`src/rtl/bet_round_ctrl_if.sv`:
```
// Bet / result / status bundle between the input logic, the dealing FSM and bet_round_ctrl.
interface bet_round_ctrl_if;
  logic       place_bet;
  logic [1:0] bet_type;
  logic [7:0] bet_amount;
  logic       result_valid;
  logic       dealerwin;
  logic       playerwin;
  logic [7:0] balance;
  logic       bet_open;
  logic       bet_locked;
  logic       bet_reject;
  logic       round_done;
  logic       won;
  logic       broke;

  // Upstream side: issues bets and results, observes round status
  modport master (
    output place_bet, bet_type, bet_amount, result_valid, dealerwin, playerwin,
    input  balance, bet_open, bet_locked, bet_reject, round_done, won, broke
  );

  // Controller side
  modport slave (
    input  place_bet, bet_type, bet_amount, result_valid, dealerwin, playerwin,
    output balance, bet_open, bet_locked, bet_reject, round_done, won, broke
  );
endinterface

```
`src/rtl/bet_round_ctrl.sv`:
```
// Baccarat betting-round sequencer: validates and locks a bet, waits for the
// round outcome, settles the balance register and flags game over at zero.
// Status flags are registered one cycle behind the state register.
module bet_round_ctrl #(
  parameter logic [7:0]  INIT_BALANCE = 8'd50,
  parameter int unsigned TIE_MULT     = 8
) (
  input  logic            slow_clock,
  input  logic            reset,
  bet_round_ctrl_if.slave bus
);

  localparam int unsigned BAL_W  = 8;
  localparam int unsigned CALC_W = 12;

  typedef enum logic [2:0] {
    IDLE   = 3'd0,
    LOCKED = 3'd1,
    SETTLE = 3'd2,
    DONE   = 3'd3,
    BROKE  = 3'd4
  } state_t;

  state_t             state, next_state;
  logic [1:0]         type_q, type_d;
  logic [BAL_W-1:0]   amt_q, amt_d;
  logic               dw_q, dw_d, pw_q, pw_d;
  logic [BAL_W-1:0]   settle_q, settle_d;
  logic               settle_won_q, settle_won_d;
  logic [BAL_W-1:0]   bal_q, bal_d;
  logic               won_q, won_d;
  logic               reject_q, reject_d;
  logic               done_q, done_d;
  logic               open_q, locked_q, broke_q;

  logic [CALC_W-1:0]  bal_ext, amt_ext, tie_sum, win_sum;
  logic               bet_ok, tie;

  // Clamp a widened balance back into the 8-bit register range
  function automatic logic [BAL_W-1:0] sat8(input logic [CALC_W-1:0] v);
    return (v > CALC_W'(255)) ? {BAL_W{1'b1}} : v[BAL_W-1:0];
  endfunction

  // Settlement arithmetic and bet validity
  always_comb begin
    bal_ext = CALC_W'(bal_q);
    amt_ext = CALC_W'(amt_q);
    tie_sum = bal_ext + CALC_W'(TIE_MULT) * amt_ext;
    win_sum = bal_ext + amt_ext;
    tie     = dw_q & pw_q;
    bet_ok  = (bus.bet_type != 2'b00) && (bus.bet_amount != 8'd0) &&
              (bus.bet_amount <= bal_q);
  end

  // State register
  always_ff @(posedge slow_clock or posedge reset) begin
    if (reset) state <= IDLE;
    else       state <= next_state;
  end

  // Next-state and datapath next values
  always_comb begin
    next_state   = state;
    type_d       = type_q;
    amt_d        = amt_q;
    dw_d         = dw_q;
    pw_d         = pw_q;
    settle_d     = settle_q;
    settle_won_d = settle_won_q;
    bal_d        = bal_q;
    won_d        = won_q;
    reject_d     = 1'b0;
    done_d       = 1'b0;
    case (state)
      IDLE: begin
        if (bus.place_bet) begin
          if (bet_ok) begin
            type_d     = bus.bet_type;
            amt_d      = bus.bet_amount;
            next_state = LOCKED;
          end else begin
            reject_d   = 1'b1;
          end
        end
      end
      LOCKED: begin
        if (bus.result_valid) begin
          dw_d       = bus.dealerwin;
          pw_d       = bus.playerwin;
          next_state = SETTLE;
        end
      end
      SETTLE: begin
        if (tie && (type_q == 2'b11)) begin
          settle_d     = sat8(tie_sum);
          settle_won_d = 1'b1;
        end else if (tie || (!dw_q && !pw_q)) begin
          settle_d     = bal_q;
          settle_won_d = 1'b0;
        end else if ((pw_q && (type_q == 2'b01)) || (dw_q && (type_q == 2'b10))) begin
          settle_d     = sat8(win_sum);
          settle_won_d = 1'b1;
        end else begin
          settle_d     = bal_q - amt_q;
          settle_won_d = 1'b0;
        end
        next_state = DONE;
      end
      DONE: begin
        bal_d      = settle_q;
        won_d      = settle_won_q;
        done_d     = 1'b1;
        next_state = (settle_q == '0) ? BROKE : IDLE;
      end
      BROKE: begin
        next_state = BROKE;
      end
      default: begin
        next_state = IDLE;
      end
    endcase
  end

  // Datapath and registered outputs
  always_ff @(posedge slow_clock or posedge reset) begin
    if (reset) begin
      type_q       <= 2'b00;
      amt_q        <= '0;
      dw_q         <= 1'b0;
      pw_q         <= 1'b0;
      settle_q     <= INIT_BALANCE;
      settle_won_q <= 1'b0;
      bal_q        <= INIT_BALANCE;
      won_q        <= 1'b0;
      reject_q     <= 1'b0;
      done_q       <= 1'b0;
      open_q       <= 1'b1;
      locked_q     <= 1'b0;
      broke_q      <= 1'b0;
    end else begin
      type_q       <= type_d;
      amt_q        <= amt_d;
      dw_q         <= dw_d;
      pw_q         <= pw_d;
      settle_q     <= settle_d;
      settle_won_q <= settle_won_d;
      bal_q        <= bal_d;
      won_q        <= won_d;
      reject_q     <= reject_d;
      done_q       <= done_d;
      open_q       <= (state == IDLE);
      locked_q     <= (state == LOCKED);
      broke_q      <= (state == BROKE);
    end
  end

  assign bus.balance    = bal_q;
  assign bus.bet_open   = open_q;
  assign bus.bet_locked = locked_q;
  assign bus.bet_reject = reject_q;
  assign bus.round_done = done_q;
  assign bus.won        = won_q;
  assign bus.broke      = broke_q;

endmodule
```
`src/flat_wrapper.sv`:
```
// flat-port wrapper written by rule: the top's interface ports become plain ports
module bet_round_ctrl_flat 
#(
  parameter logic [7:0]  INIT_BALANCE = 8'd50,
  parameter int unsigned TIE_MULT     = 8
)
  (slow_clock, reset, bus_place_bet, bus_bet_type, bus_bet_amount, bus_result_valid, bus_dealerwin, bus_playerwin, bus_balance, bus_bet_open, bus_bet_locked, bus_bet_reject, bus_round_done, bus_won, bus_broke);
  bet_round_ctrl_if bus_i ();
  input  logic slow_clock;
  input  logic reset;
  input wire logic [$bits(bus_i.place_bet)-1:0] bus_place_bet;
  input wire logic [$bits(bus_i.bet_type)-1:0] bus_bet_type;
  input wire logic [$bits(bus_i.bet_amount)-1:0] bus_bet_amount;
  input wire logic [$bits(bus_i.result_valid)-1:0] bus_result_valid;
  input wire logic [$bits(bus_i.dealerwin)-1:0] bus_dealerwin;
  input wire logic [$bits(bus_i.playerwin)-1:0] bus_playerwin;
  output wire logic [$bits(bus_i.balance)-1:0] bus_balance;
  output wire logic [$bits(bus_i.bet_open)-1:0] bus_bet_open;
  output wire logic [$bits(bus_i.bet_locked)-1:0] bus_bet_locked;
  output wire logic [$bits(bus_i.bet_reject)-1:0] bus_bet_reject;
  output wire logic [$bits(bus_i.round_done)-1:0] bus_round_done;
  output wire logic [$bits(bus_i.won)-1:0] bus_won;
  output wire logic [$bits(bus_i.broke)-1:0] bus_broke;
  assign bus_i.place_bet = bus_place_bet;
  assign bus_i.bet_type = bus_bet_type;
  assign bus_i.bet_amount = bus_bet_amount;
  assign bus_i.result_valid = bus_result_valid;
  assign bus_i.dealerwin = bus_dealerwin;
  assign bus_i.playerwin = bus_playerwin;
  assign bus_balance = bus_i.balance;
  assign bus_bet_open = bus_i.bet_open;
  assign bus_bet_locked = bus_i.bet_locked;
  assign bus_bet_reject = bus_i.bet_reject;
  assign bus_round_done = bus_i.round_done;
  assign bus_won = bus_i.won;
  assign bus_broke = bus_i.broke;
  bet_round_ctrl #(.INIT_BALANCE(INIT_BALANCE), .TIE_MULT(TIE_MULT)) u_core (.slow_clock(slow_clock), .reset(reset), .bus(bus_i));
endmodule
```
`config.mk`:
```
export PLATFORM = sky130hd
export DESIGN_NAME = bet_round_ctrl_flat
export DESIGN_NICKNAME = d
export VERILOG_FILES = /design/src/rtl/bet_round_ctrl_if.sv /design/src/rtl/bet_round_ctrl.sv /design/src/flat_wrapper.sv
export SDC_FILE = /design/constraint.sdc
export NUM_CORES = 1
export LEC_CHECK = 0
export CAP_MARGIN = 25
export CORE_UTILIZATION = 43
export CTS_CLUSTER_SIZE = 30
export DETAILED_ROUTE_END_ITERATION = 10
export PLACE_DENSITY = 0.68
export SLEW_MARGIN = 20
export SYNTH_ARGS = -nofsm -noshare
export SYNTH_HDL_FRONTEND = slang
export SYNTH_SLANG_ARGS = --single-unit
```
`constraint.sdc`:
```
create_clock -name slow_clock -period 3.1 [get_ports slow_clock]
set_input_delay 0.62 -clock slow_clock [delete_from_list [all_inputs] [get_ports slow_clock]]
set_output_delay 0.62 -clock slow_clock [all_outputs]
set_load 0.005 [all_outputs]
```
==> impl_results.md, run 1 <==
* Post-synthesis cell area at 0.00283 sq mm
* Area contributors post-synth: dfrtp_1 27%, ha_1 13%, dfstp_2 6.5%
* Seq/Total Area, Yosys at about a third
* Gr ovfl total at 0
* Synthesized flop and latch total at 38
* Hold Crit Class: reg2reg
* Layout cell share with drive strength beyond 1 at 13.1%
* Post-synth EDFFs at 0
* Yosys top cell by area: dfrtp_1
* Final worst slack at roughly 0.46 ns
* Post-CTS Setup Repair Bufs at 0
* Initial antenna violation count at 0
* Flip-flop and latch area at ~960 sq um
* Worst EP arrival at between 2 and 3 ns
* Max Fclk at 379 MHz
* Startpoint types: flop
* Wire length per cell at 17.2 microns
* Starting Density at ~44%
* Top FF cell, synth: dfrtp_1
* CP Cell Sequence: ha_1, fa_1, nor2b_1, o211ai_2, a31oi_1, a21o_1, a311o_1, a21o_1
* RSZ-0062 raised after global routing: false
* Pre-CTS WS at 0.350 ns
* Slew margin rel. at 67.4%
* Reg clk slew, reported paths at 0.08 ns
* Clock skew at 0.00577 ns
* Multi-input combinational cell area at 0.00175 sq mm
* Io pins at 30
* Worst Path Max Fanout at 6
* Leakage power at 1.45 nW
* Routability cong. at approximately 0.9
* Routed wire length at 6970 microns
* Max-slew violations at 0
* Post-synth top area share at between 20% and 30%
* CTS H-tree depth at 2
* Dpl cells at 397
* Reg-to-Reg Start: u_core.bus.balance[0]
* Initial DRC count at around 150
* CTS Root Cell: clkbuf_8
* Crit Path Class: reg2reg
* Dpl hpwl at 5360 microns
* Most frequent cell after synthesis: dfrtp_1
* Fill cells at 597
* Area delta synth->final at 16.3%
* Synthesized area per cell at 9.51 sq um
* Reg2reg end: u_core.settle_q[6]
* Remaining DRCs at 0
* Worst vdd rail ir drop at 0.276 mV
* Final hold vios at 0
* Syn nets at 345
* Stages on the worst setup path at 8
* Hold-fix buffers, CTS at 0
* Most frequent CP cell: a21o_1
* Largest net degree at the start of global routing at 39
* Post-cts repair resize count at 0
* Reg2reg setup slack at 0.46 ns
* Nets at 375
* Chip height at 83.1 microns
* Non-filler cells in the finished layout at 405
* Critical Path Slowest Stage Cell: dfrtp_1
* WP buf/inv at 0
* Post-Synthesis Cells at 297
* Period utilisation layout at between 80 and 90%
* Hold_ws at 0.476 ns
* CTS Buf Count at 5
* Synth top cells by count: 31 x dfrtp_1, 29 x ha_1, 24 x nand2_1, 22 x nor2_1, 21 x inv_1
* Reg2reg path depth at 8
* Top delay family on crit path: compound AO/OA/AOI/OAI gates
* TritonCTS Sinks at 38
* CP endpoint: u_core.settle_q[6]
* Die area at 0.00690 sq mm
* Rows at 29
* CP Launch Point: u_core.bus.balance[0]
* Core box area at between 0.006 and 0.007 sq mm
* Total GRT Usage at between 20 and 25%
* Post-layout minimum cycle time at 2.64 ns
* Vias in the first global route at 2398
* Antenna fix cells at 0
* Final setup violation count at 0
* Global-route wire length before repair at 11800 microns
* Port buffer count at 29
* Worst EP required at 3.29 ns
* Routed Antenna Nets at 0
* Clk Latency, worst-skew pair at around 0.30 ns
* CTS Buffer Depth at 2
* CP peak stage delay at between 0.4 and 0.5 ns
* Total Power at slightly above 0.0009 W
* Via count at 2374
* Post-synth cell types at 64
* Cell area power density at 279 mW/mm^2
* Die X at between 80 and 90 microns
* Crit path capture type: flop
* DR pass1 iterations at 4
* Worst-Margin Slew at 0.489 ns
* Ys Warns at 0
* Setup TNS at 0 ns
* Max cap viols at 0
* Async S/R FF share, synth at 100%
* Drt via density at 5.86
* Status: finished, final reports clean
* CTS tree: done
worst min-delay path, stage by stage, from the launching register on:
cell and delay (ns):
dfrtp_1 0.35, nand2_1 0.05, nand2_1 0.05
power breakdown:
part,internal [W],switching (W)
sequential,0.000496,0
clock,0.000179,0.000190
combinational,0.0000255,0.0000250
total,0.000700,0.000215
state kept, by name (all words and copies together), names as in the netlist:
register / flops
u_core.bus.broke: 1
u_core.bus.won: 1
u_core.settle_won_q: 1
u_core.bus.balance: 8
u_core.bus.bet_locked: 1
u_core.bus.bet_open: 1
u_core.type_q: 2
u_core.dw_q: 1
u_core.state: 3
u_core.settle_q: 8
u_core.bus.bet_reject: 1
u_core.bus.round_done: 1
u_core.amt_q: 8
u_core.pw_q: 1
cell usage in the layout, fill, tap and decap left out, types with 2 or more instances in the layout:
cell type and n:
inv_1 21, nor2_1 22, nand2_1 24, o21a_1 4, nand2b_1 4, clkbuf_8 6
nor2b_1 8, nor3b_1 3, a21o_1 8, a211oi_1 5, nand3_1 5, a21oi_1 13
o211ai_1 2, a22o_1 2, clkdlybuf4s50_1 29, a311oi_1 2, xnor2_1 2, a31oi_1 2
o221a_2 3, fa_1 3, nor4_1 5, o31ai_1 3, o2111ai_1 3, buf_4 2
xor2_1 5, dfstp_2 7, o21ai_0 18, nor3_1 5, and3b_1 4, ha_1 29
nand4_1 2, mux2_2 13, dfrtp_1 31
cells by family (layout without fill, tap and decap cells):
kind of cell	Yosys count	count (layout)	share of synthesized area (%)
muxes	13	13	5.18
buffers and inverters	30	61	4.21
DFF	38	38	34.0
AOI/OAI and AO/OA	83	83	21.9
adders and majority gates	32	32	15.0
and+or+nand+nor	94	94	17.6
xor gates and xnor gates	7	7	2.17
final cells by class:
| class | count | area share (%) |
|---|---|---|
| Clock buffer | 6 | 2.51 |
| Sequential cell | 38 | 29.2 |
| Timing Repair Buffer | 31 | 9.29 |
| Tap cell | 77 | 2.93 |
| Inverter | 22 | 2.51 |
| Clock inverter | 2 | 0.381 |
| Multi-Input combinational cell | 229 | 53.2 |
per-stage QoR:
stage / utilization, % / instance area [sq um]
detailed placement: 50.2 / 3190
finish: 51.7 / 3290
CTS: 51.7 / 3290
global placement: 50.2 / 3190
global route: 51.7 / 3290
floorplan: - / 2830
layer usage:
metal / vias up / GRT usage, % / wire (microns)
met2: 58 / 35.2 / 3290
met5: - / 0 / 0
met3: 11 / 3.28 / 269
met1: 1151 / 29.1 / 3300
met4: 0 / 6.90 / 112
li1: 1154 / - / -
worst min-delay path by stage:
stage / startpoint / to / cells past startpoint
CTS: u_core.settle_won_q / u_core.bus.won / 2
global placement: u_core.settle_won_q / u_core.bus.won / 2
global route: u_core.settle_won_q / u_core.bus.won / 2
detailed placement: u_core.settle_won_q / u_core.bus.won / 2
finish: u_core.settle_won_q / u_core.bus.won / 2
floorplan: u_core.settle_won_q / u_core.bus.won / 2
Note: power is estimated with default switching activity, not from simulation.
==> run 2, diff against run 1 <==
- CTS_BUF_LIST: not set -> sky130_fd_sc_hd__clkbuf_8 sky130_fd_sc_hd__clkbuf_16
==> results of run 2 <==
Same layout as run 1: the final DEF is identical, and so are final timing and power.
